### src/rtl/xdisp_pkg.sv
// Shared constants for the multiplexed seven-segment display controller:
// active-low segment codes, message encodings, converter states and lookups.
package xdisp_pkg;

  localparam logic [7:0] SEG_0     = 8'hC0;
  localparam logic [7:0] SEG_1     = 8'hF9;
  localparam logic [7:0] SEG_2     = 8'hA4;
  localparam logic [7:0] SEG_3     = 8'hB0;
  localparam logic [7:0] SEG_4     = 8'h99;
  localparam logic [7:0] SEG_5     = 8'h92;
  localparam logic [7:0] SEG_6     = 8'h82;
  localparam logic [7:0] SEG_7     = 8'hF8;
  localparam logic [7:0] SEG_8     = 8'h80;
  localparam logic [7:0] SEG_9     = 8'h90;
  localparam logic [7:0] SEG_MINUS = 8'hBF;
  localparam logic [7:0] SEG_O     = 8'hC0;
  localparam logic [7:0] SEG_R     = 8'hAF;
  localparam logic [7:0] SEG_E     = 8'h86;
  localparam logic [7:0] SEG_P     = 8'h8C;
  localparam logic [7:0] SEG_V     = 8'hC1;
  localparam logic [7:0] SEG_A     = 8'h88;
  localparam logic [7:0] SEG_L     = 8'hC7;
  localparam logic [7:0] SEG_BLANK = 8'hFF;

  localparam logic [1:0] MSG_NUM = 2'b00;
  localparam logic [1:0] MSG_OP  = 2'b01;
  localparam logic [1:0] MSG_VAL = 2'b10;
  localparam logic [1:0] MSG_ERR = 2'b11;

  typedef enum logic [1:0] {
    ST_IDLE   = 2'd0,
    ST_SHIFT  = 2'd1,
    ST_COMMIT = 2'd2
  } state_t;

  function automatic logic [7:0] nibble_to_seg(input logic [3:0] nib);
    logic [7:0] seg;
    seg = SEG_BLANK;
    case (nib)
      4'd0: seg = SEG_0;
      4'd1: seg = SEG_1;
      4'd2: seg = SEG_2;
      4'd3: seg = SEG_3;
      4'd4: seg = SEG_4;
      4'd5: seg = SEG_5;
      4'd6: seg = SEG_6;
      4'd7: seg = SEG_7;
      4'd8: seg = SEG_8;
      4'd9: seg = SEG_9;
      default: seg = SEG_BLANK;
    endcase
    return seg;
  endfunction

  // pos counts from the leftmost digit; text is left-justified
  function automatic logic [7:0] msg_seg(input logic [1:0] m, input int pos);
    logic [7:0] seg;
    seg = SEG_BLANK;
    case (m)
      MSG_OP: begin
        if (pos == 0) seg = SEG_O;
        else if (pos == 1) seg = SEG_P;
      end
      MSG_VAL: begin
        if (pos == 0) seg = SEG_V;
        else if (pos == 1) seg = SEG_A;
        else if (pos == 2) seg = SEG_L;
      end
      MSG_ERR: begin
        if (pos == 0) seg = SEG_E;
        else if (pos == 1 || pos == 2) seg = SEG_R;
      end
      default: seg = SEG_BLANK;
    endcase
    return seg;
  endfunction

endpackage

### src/rtl/xdisp_dabble.sv
// Sequential double-dabble converter: BIN_W shift cycles, then a one-cycle
// done pulse while the BCD result is stable for the caller to commit.
module xdisp_dabble
  import xdisp_pkg::*;
#(
  parameter int N_DIGITS = 4,
  parameter int BIN_W    = 8
) (
  input  logic                    clk,
  input  logic                    rst_n,
  input  logic                    start,
  input  logic [BIN_W-1:0]        bin,
  output logic                    busy,
  output logic                    done,
  output logic [N_DIGITS*4-1:0]   bcd,
  output logic                    ovf
);

  localparam int BCD_W = N_DIGITS * 4;
  localparam int CNT_W = $clog2(BIN_W + 1);
  localparam logic [CNT_W-1:0] LAST_CNT = CNT_W'(BIN_W - 1);

  state_t             state, state_nx;
  logic [BIN_W-1:0]   sr;
  logic [BCD_W-1:0]   acc, acc_adj;
  logic [CNT_W-1:0]   cnt;
  logic               carry;

  always_ff @(posedge clk or negedge rst_n) begin
    if (!rst_n) state <= ST_IDLE;
    else        state <= state_nx;
  end

  always_comb begin
    state_nx = state;
    case (state)
      ST_IDLE:   if (start) state_nx = ST_SHIFT;
      ST_SHIFT:  if (cnt == LAST_CNT) state_nx = ST_COMMIT;
      ST_COMMIT: state_nx = ST_IDLE;
      default:   state_nx = ST_IDLE;
    endcase
  end

  always_comb begin
    acc_adj = acc;
    for (int i = 0; i < N_DIGITS; i++) begin
      if (acc[i*4 +: 4] > 4'd4) acc_adj[i*4 +: 4] = acc[i*4 +: 4] + 4'd3;
    end
  end

  // A one shifted out of the top nibble means the value cannot fit at all
  always_ff @(posedge clk or negedge rst_n) begin
    if (!rst_n) begin
      sr    <= '0;
      acc   <= '0;
      cnt   <= '0;
      carry <= 1'b0;
    end else if (state == ST_IDLE && start) begin
      sr    <= bin;
      acc   <= '0;
      cnt   <= '0;
      carry <= 1'b0;
    end else if (state == ST_SHIFT) begin
      acc   <= {acc_adj[BCD_W-2:0], sr[BIN_W-1]};
      sr    <= {sr[BIN_W-2:0], 1'b0};
      carry <= carry | acc_adj[BCD_W-1];
      cnt   <= cnt + CNT_W'(1);
    end
  end

  assign busy = (state != ST_IDLE);
  assign done = (state == ST_COMMIT);
  assign bcd  = acc;
  assign ovf  = carry | (acc[BCD_W-1 -: 4] != 4'd0);

endmodule

### src/rtl/xdisp_scan_ctrl.sv
// Multiplexed seven-segment controller: atomic commit of converted values,
// digit scanning, leading-zero blanking and text message overlay.
module xdisp_scan_ctrl
  import xdisp_pkg::*;
#(
  parameter int N_DIGITS   = 4,
  parameter int BIN_W      = 8,
  parameter int SCAN_DIV_W = 18,
  parameter int BLANK_LZ   = 1
) (
  input  logic                          clk,
  input  logic                          rst_n,
  input  logic                          wr_en,
  input  logic                          display_sel,
  input  logic [BIN_W-1:0]              bin,
  input  logic                          sgn,
  input  logic [$clog2(N_DIGITS)-1:0]   dot,
  input  logic [1:0]                    msg,
  output logic                          busy,
  output logic [N_DIGITS-1:0]           disp_select,
  output logic [7:0]                    disp_value
);

  localparam int IDX_W = $clog2(N_DIGITS);
  localparam logic [IDX_W-1:0] LAST_IDX = IDX_W'(N_DIGITS - 1);

  logic                    accept, conv_done, conv_ovf;
  logic [N_DIGITS*4-1:0]   conv_bcd;
  logic                    cap_sgn;
  logic [IDX_W-1:0]        cap_dot;
  logic [N_DIGITS*4-1:0]   shown_bcd;
  logic                    shown_sgn, shown_ovf;
  logic [IDX_W-1:0]        shown_dot;
  logic [SCAN_DIV_W-1:0]   presc;
  logic [IDX_W-1:0]        scan_idx;
  logic [N_DIGITS-1:0]     lz;
  logic                    upper_zero;
  logic [1:0]              eff_msg;
  logic [3:0]              cur_nib;
  logic [7:0]              seg_nx;

  assign accept = wr_en & display_sel & ~busy;

  xdisp_dabble #(
    .N_DIGITS (N_DIGITS),
    .BIN_W    (BIN_W)
  ) u_dabble (
    .clk   (clk),
    .rst_n (rst_n),
    .start (accept),
    .bin   (bin),
    .busy  (busy),
    .done  (conv_done),
    .bcd   (conv_bcd),
    .ovf   (conv_ovf)
  );

  // Display registers only change on commit, so no half-converted digits show
  always_ff @(posedge clk or negedge rst_n) begin
    if (!rst_n) begin
      cap_sgn   <= 1'b0;
      cap_dot   <= '0;
      shown_bcd <= '0;
      shown_sgn <= 1'b0;
      shown_dot <= '0;
      shown_ovf <= 1'b0;
    end else begin
      if (accept) begin
        cap_sgn <= sgn;
        cap_dot <= dot;
      end
      if (conv_done) begin
        shown_bcd <= conv_bcd;
        shown_sgn <= cap_sgn;
        shown_dot <= cap_dot;
        shown_ovf <= conv_ovf;
      end
    end
  end

  always_ff @(posedge clk or negedge rst_n) begin
    if (!rst_n) begin
      presc    <= '0;
      scan_idx <= '0;
    end else begin
      presc <= presc + SCAN_DIV_W'(1);
      if (&presc) scan_idx <= (scan_idx == LAST_IDX) ? '0 : scan_idx + IDX_W'(1);
    end
  end

  // lz[i]: magnitude nibble i and every higher magnitude nibble are zero
  always_comb begin
    upper_zero = 1'b1;
    lz         = '0;
    for (int i = N_DIGITS - 2; i >= 0; i--) begin
      upper_zero = upper_zero & (shown_bcd[i*4 +: 4] == 4'd0);
      lz[i]      = upper_zero;
    end
  end

  always_comb begin
    eff_msg = (msg == MSG_NUM && shown_ovf) ? MSG_ERR : msg;
    cur_nib = shown_bcd[scan_idx*4 +: 4];
    seg_nx  = SEG_BLANK;
    if (eff_msg != MSG_NUM) begin
      seg_nx = msg_seg(eff_msg, int'(LAST_IDX - scan_idx));
    end else if (scan_idx == LAST_IDX) begin
      seg_nx = shown_sgn ? SEG_MINUS : SEG_BLANK;
    end else begin
      if (BLANK_LZ != 0 && scan_idx != '0 && lz[scan_idx] && scan_idx > shown_dot)
        seg_nx = SEG_BLANK;
      else
        seg_nx = nibble_to_seg(cur_nib);
      if (shown_dot != '0 && scan_idx == shown_dot)
        seg_nx[7] = 1'b0;
    end
  end

  always_ff @(posedge clk or negedge rst_n) begin
    if (!rst_n) begin
      disp_select <= '1;
      disp_value  <= SEG_BLANK;
    end else begin
      disp_select <= ~(N_DIGITS'(1) << scan_idx);
      disp_value  <= seg_nx;
    end
  end

endmodule

### config.mk
export PLATFORM = sky130hd
export DESIGN_NAME = xdisp_scan_ctrl
export DESIGN_NICKNAME = d
export VERILOG_FILES = /design/src/rtl/xdisp_pkg.sv /design/src/rtl/xdisp_dabble.sv /design/src/rtl/xdisp_scan_ctrl.sv
export SDC_FILE = /design/constraint.sdc
export NUM_CORES = 1
export LEC_CHECK = 0
export CELL_PAD_IN_SITES_DETAIL_PLACEMENT = 0
export CELL_PAD_IN_SITES_GLOBAL_PLACEMENT = 2
export CORE_UTILIZATION = 30
export CTS_BUF_LIST = sky130_fd_sc_hd__clkbuf_4 sky130_fd_sc_hd__clkbuf_8
export DETAILED_ROUTE_END_ITERATION = 8
export HOLD_SLACK_MARGIN = 0.03
export PLACE_DENSITY = 0.68
export SETUP_SLACK_MARGIN = 0.05
export SLEW_MARGIN = 20
export SYNTH_ARGS = -nofsm -noshare
export SYNTH_HDL_FRONTEND = slang
export SYNTH_SLANG_ARGS = --single-unit
### constraint.sdc
create_clock -name clk -period 2.9 [get_ports clk]
set_input_delay 0.725 -clock clk [delete_from_list [all_inputs] [get_ports clk]]
set_output_delay 0.725 -clock clk [all_outputs]
set_load 0.01 [all_outputs]
After elaboration in Yosys (flattened, before gate mapping)
Memories as Yosys holds them, arrays and structs flattened.
Cells that the tools add are included.
{ "word_totals": {"ff_bits": 86, "out_inout_bits": 13, "romBits": 112, "mem_count": 1, "wordCells": 104} }
{ "classes": {"magnitude_cmp": 6, "add_sub_neg": 8, "shifts": 2, "n_bitwise": 8, "eq_ne": 12, "n_reduce_logical": 20, "muxes": 32} }
{ "memory_table": {"columns": ["memory", "depth", "width", "read_ports", "rd_clocked_by_memory_dff", "wr", "line_no", "text"], "rows": [
  ["(no name shown)", 16, 7, 1, 0, 0, "xdisp_pkg.sv:39", "case (nib)"]
]} }
{ "op_table": {"columns": ["operator", "count"], "rows": [
  ["two-way mux 7 bit", 7],
  ["two-way mux 8 bit", 5],
  ["logical NOT 32 bit", 1],
  ["two-way mux 16 bit", 2],
  ["two-way mux 4 bit", 6],
  ["one-hot mux 8 bit (3 select lines)", 1],
  ["adder 18 x 1 -> 18 bit, second input constant", 1],
  ["AND reduction 18 bit", 1],
  ["adder 4 x 2 -> 4 bit, second input constant", 4],
  ["> comparator 4 x 3 -> 1 bit, second input constant", 4],
  ["variable part select 16 x 5 -> 4 bit", 1],
  ["logical NOT 4 bit", 3],
  ["nonzero test 2 bit", 5],
  ["equality test 2 bit, second input constant", 4],
  ["two-way mux 2 bit", 4],
  ["two-way mux 6 bit", 1],
  ["logical AND 1 bit", 5],
  ["adder 4 x 1 -> 4 bit, second input constant", 1],
  ["AND 1 bit", 4],
  ["equality test 2 x 1 -> 1 bit, second input constant", 2],
  ["equality test 4 x 3 -> 1 bit, second input constant", 1],
  ["logical NOT 2 bit", 2],
  ["two-way mux 1 bit", 4],
  ["inequality test 2 x 1 -> 1 bit, second input constant", 2],
  ["other kinds (16)", 17]
]} }

Longest topological paths before layout
Gate-level depths: netlist of the first run.
{ "logic_depth": {"word_depth": 11, "depth_mapped": 9} }

Modules after synthesis
Synthesis of the first run repeated with hierarchy kept, for this count alone.
{ "unflattened": {"hier_cells": 398, "area_unflattened_um2": 4400.5} }
{ "by_module_without_submodules": {"columns": ["mod", "cells_each", "instances", "area_per_inst_um2"], "rows": [
  ["xdisp_scan_ctrl", 225, 1, 2708.8],
  ["xdisp_dabble", 173, 1, 1691.6]
]} }

Worst setup path after synthesis of the first run
No wires, ideal clock.
{ "synth_timing": {"path_kind": "flip-flop to flip-flop", "from": "reg scan_idx[0]", "to": "reg disp_value[2]", "required_ns": 2.812, "period_less_slack_ns": 2.256, "setup_ns": 0.088, "t_arrival_ns": 2.168, "path_slack_ns": 0.644, "path_stages_with_launch": 8, "path_buffers": 1, "path_cell_list": "dfrtp_1 buf_4 inv_1 ha_1 or4_4 a2111oi_4 a21boi_2 a221oi_2"} }
{ "synth_via": {"elab_chain_cells": 7, "elab_cells_between_ends": 20} }
{ "synth_lines": {"columns": ["element", "line_no", "text"], "rows": [
  ["start: declaration", "xdisp_scan_ctrl.sv:35", "logic [IDX_W-1:0] scan_idx;"],
  ["start signal: assignment", "xdisp_scan_ctrl.sv:87", "if (&presc) scan_idx <= (scan_idx == LAST_IDX) ? '0 : scan_idx + IDX_W'(1);"],
  ["parallel branches: the longest is 6 deep, another holds memory (16 x 7 bit)", null, null],
  ["two-way mux 8 bit *", "xdisp_scan_ctrl.sv:105", "if (eff_msg != MSG_NUM) begin"],
  ["named net seg_nx[2]", "xdisp_scan_ctrl.sv:40", "logic [7:0] seg_nx;"],
  ["end signal: assignment", "xdisp_scan_ctrl.sv:125", "disp_value <= seg_nx;"],
  ["end: declaration", "xdisp_scan_ctrl.sv:21", "output logic [7:0] disp_value"]
]} }
Mark *: on every way through the listed nets, which the timed path passes. The select of a mux whose other input is x is not followed.
A chain may end at the register's enable or synchronous reset.

Worst setup path in the final report of the first run
Same ends and word-level chain as after synthesis.

==> results.py, run 1 <==
metrics = {
    "placed_design": {
        "port_buffers": 29,
        "place.gp.congestion": 0.770,
        "placed_area_um2": 4670,
        "hpwlAfterDp_um": 5990,
        "post-place-ws_ps": 415,
        "dpl.cell_count": 600,
    },
    "finish": {
        "mostFrequentLayoutCells": "dfrtp_1 (74), nand2_1 (60), o21ai_0 (28), clkdlybuf4s50_1 (28), inv_1 (27)",
        "fin_cells": 615,
        "mostFrequentLayoutCell": "dfrtp_1",
        "area_delta_synth_final_pct": 16.0,
        "finalNetCount": 470,
        "nFillCells": 1378,
        "drive_gt1_share_pct": 13.0,
        "diodes": 0,
        "postLayoutCellArea_um2": 4850,
    },
    "timing": {
        "drv_slew": 0,
        "hold_viol": 0,
        "setup_viol": 0,
        "slew-limit-headroom_pct": 48.3,
        "max_freq_mhz": 398,
        "fin_tns_setup_ps": 0,
        "skew_ps": 5.78,
        "worst_pin_slew_ps": 773,
        "setup_slack_ps": 386,
        "fin_crit_ps": 2510,
        "period_share_pct": 86.7,
        "rsz0062_at_grt": "no",
    },
    "synth": {
        "ys_warn_count": 0,
        "synth_area_um2": 4180,
        "yosysUniqueCellTypes": 44,
        "yosys_most_used_dff": "dfrtp_1",
        "seq_area_frac_synth_pct": 51.9,
        "syn_avg_cell_area_um2": 10.3,
        "synth-seq-cells": 86,
        "syn-num-nets": 442,
        "synthArstFlopShare_pct": 100,
        "syn_inst": 407,
        "synth-edff-count": 0,
    },
    "power_and_ir_drop": {
        "p_int_mw": 2.50,
        "p_leak_nw": 2.11,
        "p_switching_mw": 1.48,
        "sequentialPowerShare_pct": 46.1,
        "power_density_nw_per_um2": 821,
        "power.total_mw": 3.98,
        "vdd_drop_max_uv": 455,
        "power.share.clock_pct": 19.7,
        "pwr-share-comb_pct": 34.2,
        "swShare_pct": 37.3,
    },
    "setup_path": {
        "rrSetupSlack_ps": 390,
        "cp_data_required_time_ps": 3170,
        "arrival_ps": 2790,
        "path_max_fanout": 10,
        "r2r_end": "disp_value[2]$_DFF_PN1_",
        "rr_worst_depth": 6,
        "r2r-start": "scan_idx[0]$_DFFE_PN0P_",
        "cp-start-kind": "flop",
        "end_kind": "flop",
        "critical_path_class": "flop to flop",
    },
    "job": {
        "max_cap_violations": 0,
    },
    "min_path": {
        "hp-class": "input pin to async pin",
    },
    "drt": {
        "wl_um": 8590,
        "drtIter0Drc": 118,
        "avgRoutedWirePerCell_um": 14.0,
        "met1_length_um": 4220,
        "drtPass1Iterations": 4,
        "vias_per_cell": 4.82,
        "ant_nets": 0,
        "drc_errors": 0,
        "wl_met2_um": 4010,
        "wl_met3_um": 219,
        "top_layer": "met4",
        "dr_total_vias": 2965,
    },
    "cts": {
        "htreeDepth": 3,
        "clock-sinks": 86,
        "cts_inserted_buffers": 9,
        "post_cts_resize_count": 0,
        "clockBufferDepth": 2,
        "cts_root_buffer": "clkbuf_8",
        "clkTransAtPathRegs_ps": 80,
        "cts_hold_buf": 0,
        "cts_tree": "built",
        "clk_latency_ps": 360,
        "cts_setup_buffers": 0,
    },
    "floorplan": {
        "core_um2": 13400,
        "ioPinCount": 30,
        "start_util_pct": 31.2,
        "placementRows": 42,
        "die_area_um2": 14400,
        "fp.dieH_um": 120,
        "die_w_um": 120,
    },
    "global_route": {
        "global_route.usage.total_pct": 13.4,
        "grt_max_degree": 54,
        "antenna_found_initial": 0,
        "grt-ovfl-total": 0,
        "grt_pass1_wl_um": 14900,
        "first_global_vias": 2939,
    },
    "outcome": {
        "outcome": "finished clean",
    },
}
==> power groups by stage <==
stage / clock network [mW] / logic [mW] / registers (mW)
2_1_floorplan: 0 / 1.06 / 1.75
5_1_grt: 0.869 / 1.58 / 1.89
3_3_place_gp: 0 / 1.36 / 1.86
4_1_cts: 0.825 / 1.38 / 1.84
3_5_place_dp: 0 / 1.38 / 1.86
6_report: 0.782 / 1.36 / 1.83
==> how the worst max path moves through the flow <==
stage | startpoint | endpoint | cells after the start
floorplan | scan_idx[0]$_DFFE_PN0P_ | disp_value[2]$_DFF_PN1_ | 7
global route | scan_idx[0]$_DFFE_PN0P_ | disp_value[2]$_DFF_PN1_ | 6
detailed placement | scan_idx[0]$_DFFE_PN0P_ | disp_value[2]$_DFF_PN1_ | 6
global placement | scan_idx[0]$_DFFE_PN0P_ | disp_value[2]$_DFF_PN1_ | 6
CTS | scan_idx[0]$_DFFE_PN0P_ | disp_value[2]$_DFF_PN1_ | 6
finish | scan_idx[0]$_DFFE_PN0P_ | disp_value[2]$_DFF_PN1_ | 6
==> metrics by stage <==
stage | utilization, % | hold slack, ps
finish | 36.2 | 328
global route | 36.2 | 336
CTS | 36.2 | 314
detailed placement | 34.8 | 460
global placement | 34.8 | 452
floorplan | - | 429
==> Yosys cell counts, types with 2 or more instances <==
cell       n  area, um2
a21oi_1   26        130
a22oi_1    7       52.6
and3_1     5       31.3
and4_1     2       17.5
buf_1      2       7.51
clkbuf_1  12       45.0
dfrtp_1   74       1850
dfstp_2   12        315
ha_1      18        225
inv_1     27        101
mux2_1     2       22.5
mux2_2    15        169
mux2i_1    3       30.0
mux4_2     4       90.1
nand2_1   60        225
nand2b_1   3       18.8
nand3_1   13       65.1
nand4_1    3       18.8
nor2_1    17       63.8
nor2b_1    6       37.5
nor3_1     8       40.0
nor4_1     4       25.0
o211ai_1   2       15.0
o21ai_0   28        140
o21ai_1    4       20.0
o22ai_1   13       81.3
xnor2_1   17        149
xor2_1     4       35.0
==> critical path: stages, from the launching register on <==
cell and delay (ps):
dfrtp_1 620, inv_1 150, ha_1 300, or4_4 570
a2111oi_4 340, a21boi_2 160, a221oi_2 280
==> registers in the layout, indices dropped and copies added, names as in the netlist, 4 cells and up <==
register      cells
presc            18
shown_bcd        16
u_dabble.bcd     16
disp_value        8
u_dabble.sr       8
disp_select       4
u_dabble.cnt      4
==> logic make-up after synthesis <==
logic type | after synthesis | share of synthesized area, %
AO/OA/AOI/OAI | 91 | 13.3
XOR/XNOR | 21 | 4.40
adder cells (fa/ha/maj) | 18 | 5.39
buffers and inverters | 43 | 3.98
flip-flops | 86 | 51.9
multiplexers | 24 | 7.46
AND/OR/NAND/NOR | 124 | 13.6
==> area by class of cell <==
cell class	instances	area, um2	area share [%]
multi-input cells	278	1850	38.2
inverters	27	101	2.09
clock inverters	3	20.0	0.413
clock buffers	12	159	3.28
well taps	176	220	4.54
flip-flops and latches	86	2170	44.7
repair buffers	33	330	6.81
==> metal layers <==
metal	track usage (%)	vias up
met5	0	-
li1	-	1468
met1	17.8	1442
met2	20.7	45
met4	5.86	0
met3	3.14	10
No activity file was read; power rests on OpenSTA's default activity.
==> run 2, diff against run 1 <==
--- a/config.mk
+++ b/config.mk
@@ -5,11 +5,13 @@
 export SDC_FILE = /design/constraint.sdc
 export NUM_CORES = 1
 export LEC_CHECK = 0
+export ABC_CLOCK_PERIOD_IN_PS = 2900
 export CELL_PAD_IN_SITES_DETAIL_PLACEMENT = 0
 export CELL_PAD_IN_SITES_GLOBAL_PLACEMENT = 2
 export CORE_UTILIZATION = 30
 export CTS_BUF_LIST = sky130_fd_sc_hd__clkbuf_4 sky130_fd_sc_hd__clkbuf_8
 export DETAILED_ROUTE_END_ITERATION = 8
+export GPL_TIMING_DRIVEN = 0
 export HOLD_SLACK_MARGIN = 0.03
 export PLACE_DENSITY = 0.68
 export SETUP_SLACK_MARGIN = 0.05
==> run 2 against run 1 <==
  * Setup slack worse by 57 ps
  * Total power increased by 5.0%
  * Highest routed layer unchanged
  * Critical path type unchanged
  * Die area stayed put
  * Maximum frequency fell by 2.2%
==> results.py, run 2 (synthesized netlist as in run 1, its figures left out) <==
metrics = {
    "cts": {
        "htreeDepth": 3,
        "cts_root_buffer": "clkbuf_8",
        "cts_setup_buffers": 0,
        "cts_tree": "built",
        "post_cts_resize_count": 0,
        "clkTransAtPathRegs_ps": 90,
        "clockBufferDepth": 2,
        "clk_latency_ps": 370,
        "cts_inserted_buffers": 9,
        "cts_hold_buf": 0,
        "clock-sinks": 86,
    },
    "timing": {
        "rsz0062_at_grt": "no",
        "setup_slack_ps": 329,
        "slew-limit-headroom_pct": 60.2,
        "drv_slew": 0,
        "fin_tns_setup_ps": 0,
        "worst_pin_slew_ps": 597,
        "skew_ps": 11.2,
        "fin_crit_ps": 2570,
        "setup_viol": 0,
        "fin_hold_ws_ps": 188,
        "period_share_pct": 88.7,
        "hold_viol": 0,
        "max_freq_mhz": 389,
    },
    "setup_path": {
        "cp-start-kind": "flop",
        "end_kind": "flop",
        "arrival_ps": 2850,
        "cp_data_required_time_ps": 3180,
        "critical_path_class": "flop to flop",
        "rr_worst_depth": 7,
        "path_max_fanout": 10,
    },
    "drt": {
        "vias_per_cell": 4.76,
        "drc_errors": 0,
        "ant_nets": 0,
        "avgRoutedWirePerCell_um": 14.5,
        "drtPass1Iterations": 4,
        "wl_um": 9110,
        "dr_total_vias": 2985,
        "drtIter0Drc": 179,
    },
    "finish": {
        "area_delta_synth_final_pct": 17.8,
        "postLayoutCellArea_um2": 4920,
        "largest_reg_flops": 18,
        "largest_register": "presc",
        "diodes": 0,
        "finalNetCount": 481,
        "drive_gt1_share_pct": 12.2,
        "fin_cells": 627,
        "utilization_pct": 36.7,
        "mostFrequentLayoutCell": "dfrtp_1",
        "mostFrequentLayoutCells": "dfrtp_1 (74), nand2_1 (60), o21ai_0 (28), inv_1 (27)",
        "nFillCells": 1370,
    },
    "job": {
        "max_cap_violations": 0,
    },
    "power_and_ir_drop": {
        "vdd_drop_max_uv": 340,
        "power.total_mw": 4.18,
        "p_leak_nw": 2.14,
        "power_density_nw_per_um2": 849,
    },
    "floorplan": {
        "core_um2": 13400,
        "placementRows": 42,
        "fp.dieH_um": 120,
        "die_area_um2": 14400,
        "ioPinCount": 30,
        "start_util_pct": 31.2,
        "die_w_um": 120,
    },
    "placed_design": {
        "hpwlAfterDp_um": 6470,
        "post-place-ws_ps": 189,
        "placed_area_um2": 4700,
        "place.gp.congestion": 0.737,
        "port_buffers": 27,
        "dpl.cell_count": 611,
    },
    "global_route": {
        "grt-ovfl-total": 0,
        "busiest_layer": "met2",
        "grt_max_degree": 68,
        "met2_usage_pct": 21.9,
        "grt_pass1_wl_um": 15400,
        "use_met3_pct": 2.61,
        "first_global_vias": 2961,
        "global_route.usage.total_pct": 14.1,
        "antenna_found_initial": 0,
        "met1_usage_pct": 18.8,
    },
    "outcome": {
        "outcome": "finished clean",
    },
    "min_path": {
        "hp-class": "input pin to async pin",
    },
}
==> run 2: where the power goes <==
part	total (mW)	switching, mW	internal (mW)
Combinational	1.41	0.809	0.604
Clock	0.945	0.442	0.503
Sequential	1.82	0.286	1.53
Total	4.18	1.54	2.64
==> run 2: worst paths after layout <==
kind                       slack (ps)                        start                            end
setup / recovery                  330      scan_idx[0]$_DFFE_PN0P_        disp_value[2]$_DFF_PN1_
hold / removal                    190                        rst_n        scan_idx[1]$_DFFE_PN0P_
setup reg to reg                  330      scan_idx[0]$_DFFE_PN0P_        disp_value[2]$_DFF_PN1_
hold reg to reg                   470  u_dabble.cnt[3]$_DFFE_PN0P_  u_dabble.state[1]$_DFFE_PN0P_
max in group asynchronous        2120                        rst_n        disp_value[4]$_DFF_PN1_
min in group clk                  470  u_dabble.cnt[3]$_DFFE_PN0P_  u_dabble.state[1]$_DFFE_PN0P_
==> run 2: cell type report <==
cell class              instances  area, um2  share of cell area [%]
flip-flops and latches         86       2170                    44.0
multi-input cells             278       1840                    37.5
repair buffers                 28        299                    6.08
well taps                     176        220                    4.47
clock buffers                  14        186                    3.79
inverters                      27        101                    2.06
plain buffers                  16       65.1                    1.32
clock inverters                 2       37.5                   0.763
==> run 2: worst max-delay path: stages, from the launching register on <==
cell and delay, ps:
dfrtp_1 470, buf_4 240, inv_1 100, ha_1 280, or4_4 590, a2111oi_4 350
a21boi_2 170, a221oi_2 280
==> run 2: routing by layer <==
layer | vias to the layer above | part of all wire, %
li1 | 1495 | -
met1 | 1440 | 49
met2 | 38 | 46
met3 | 12 | 2.6
met4 | 0 | 2.2
met5 | - | 0
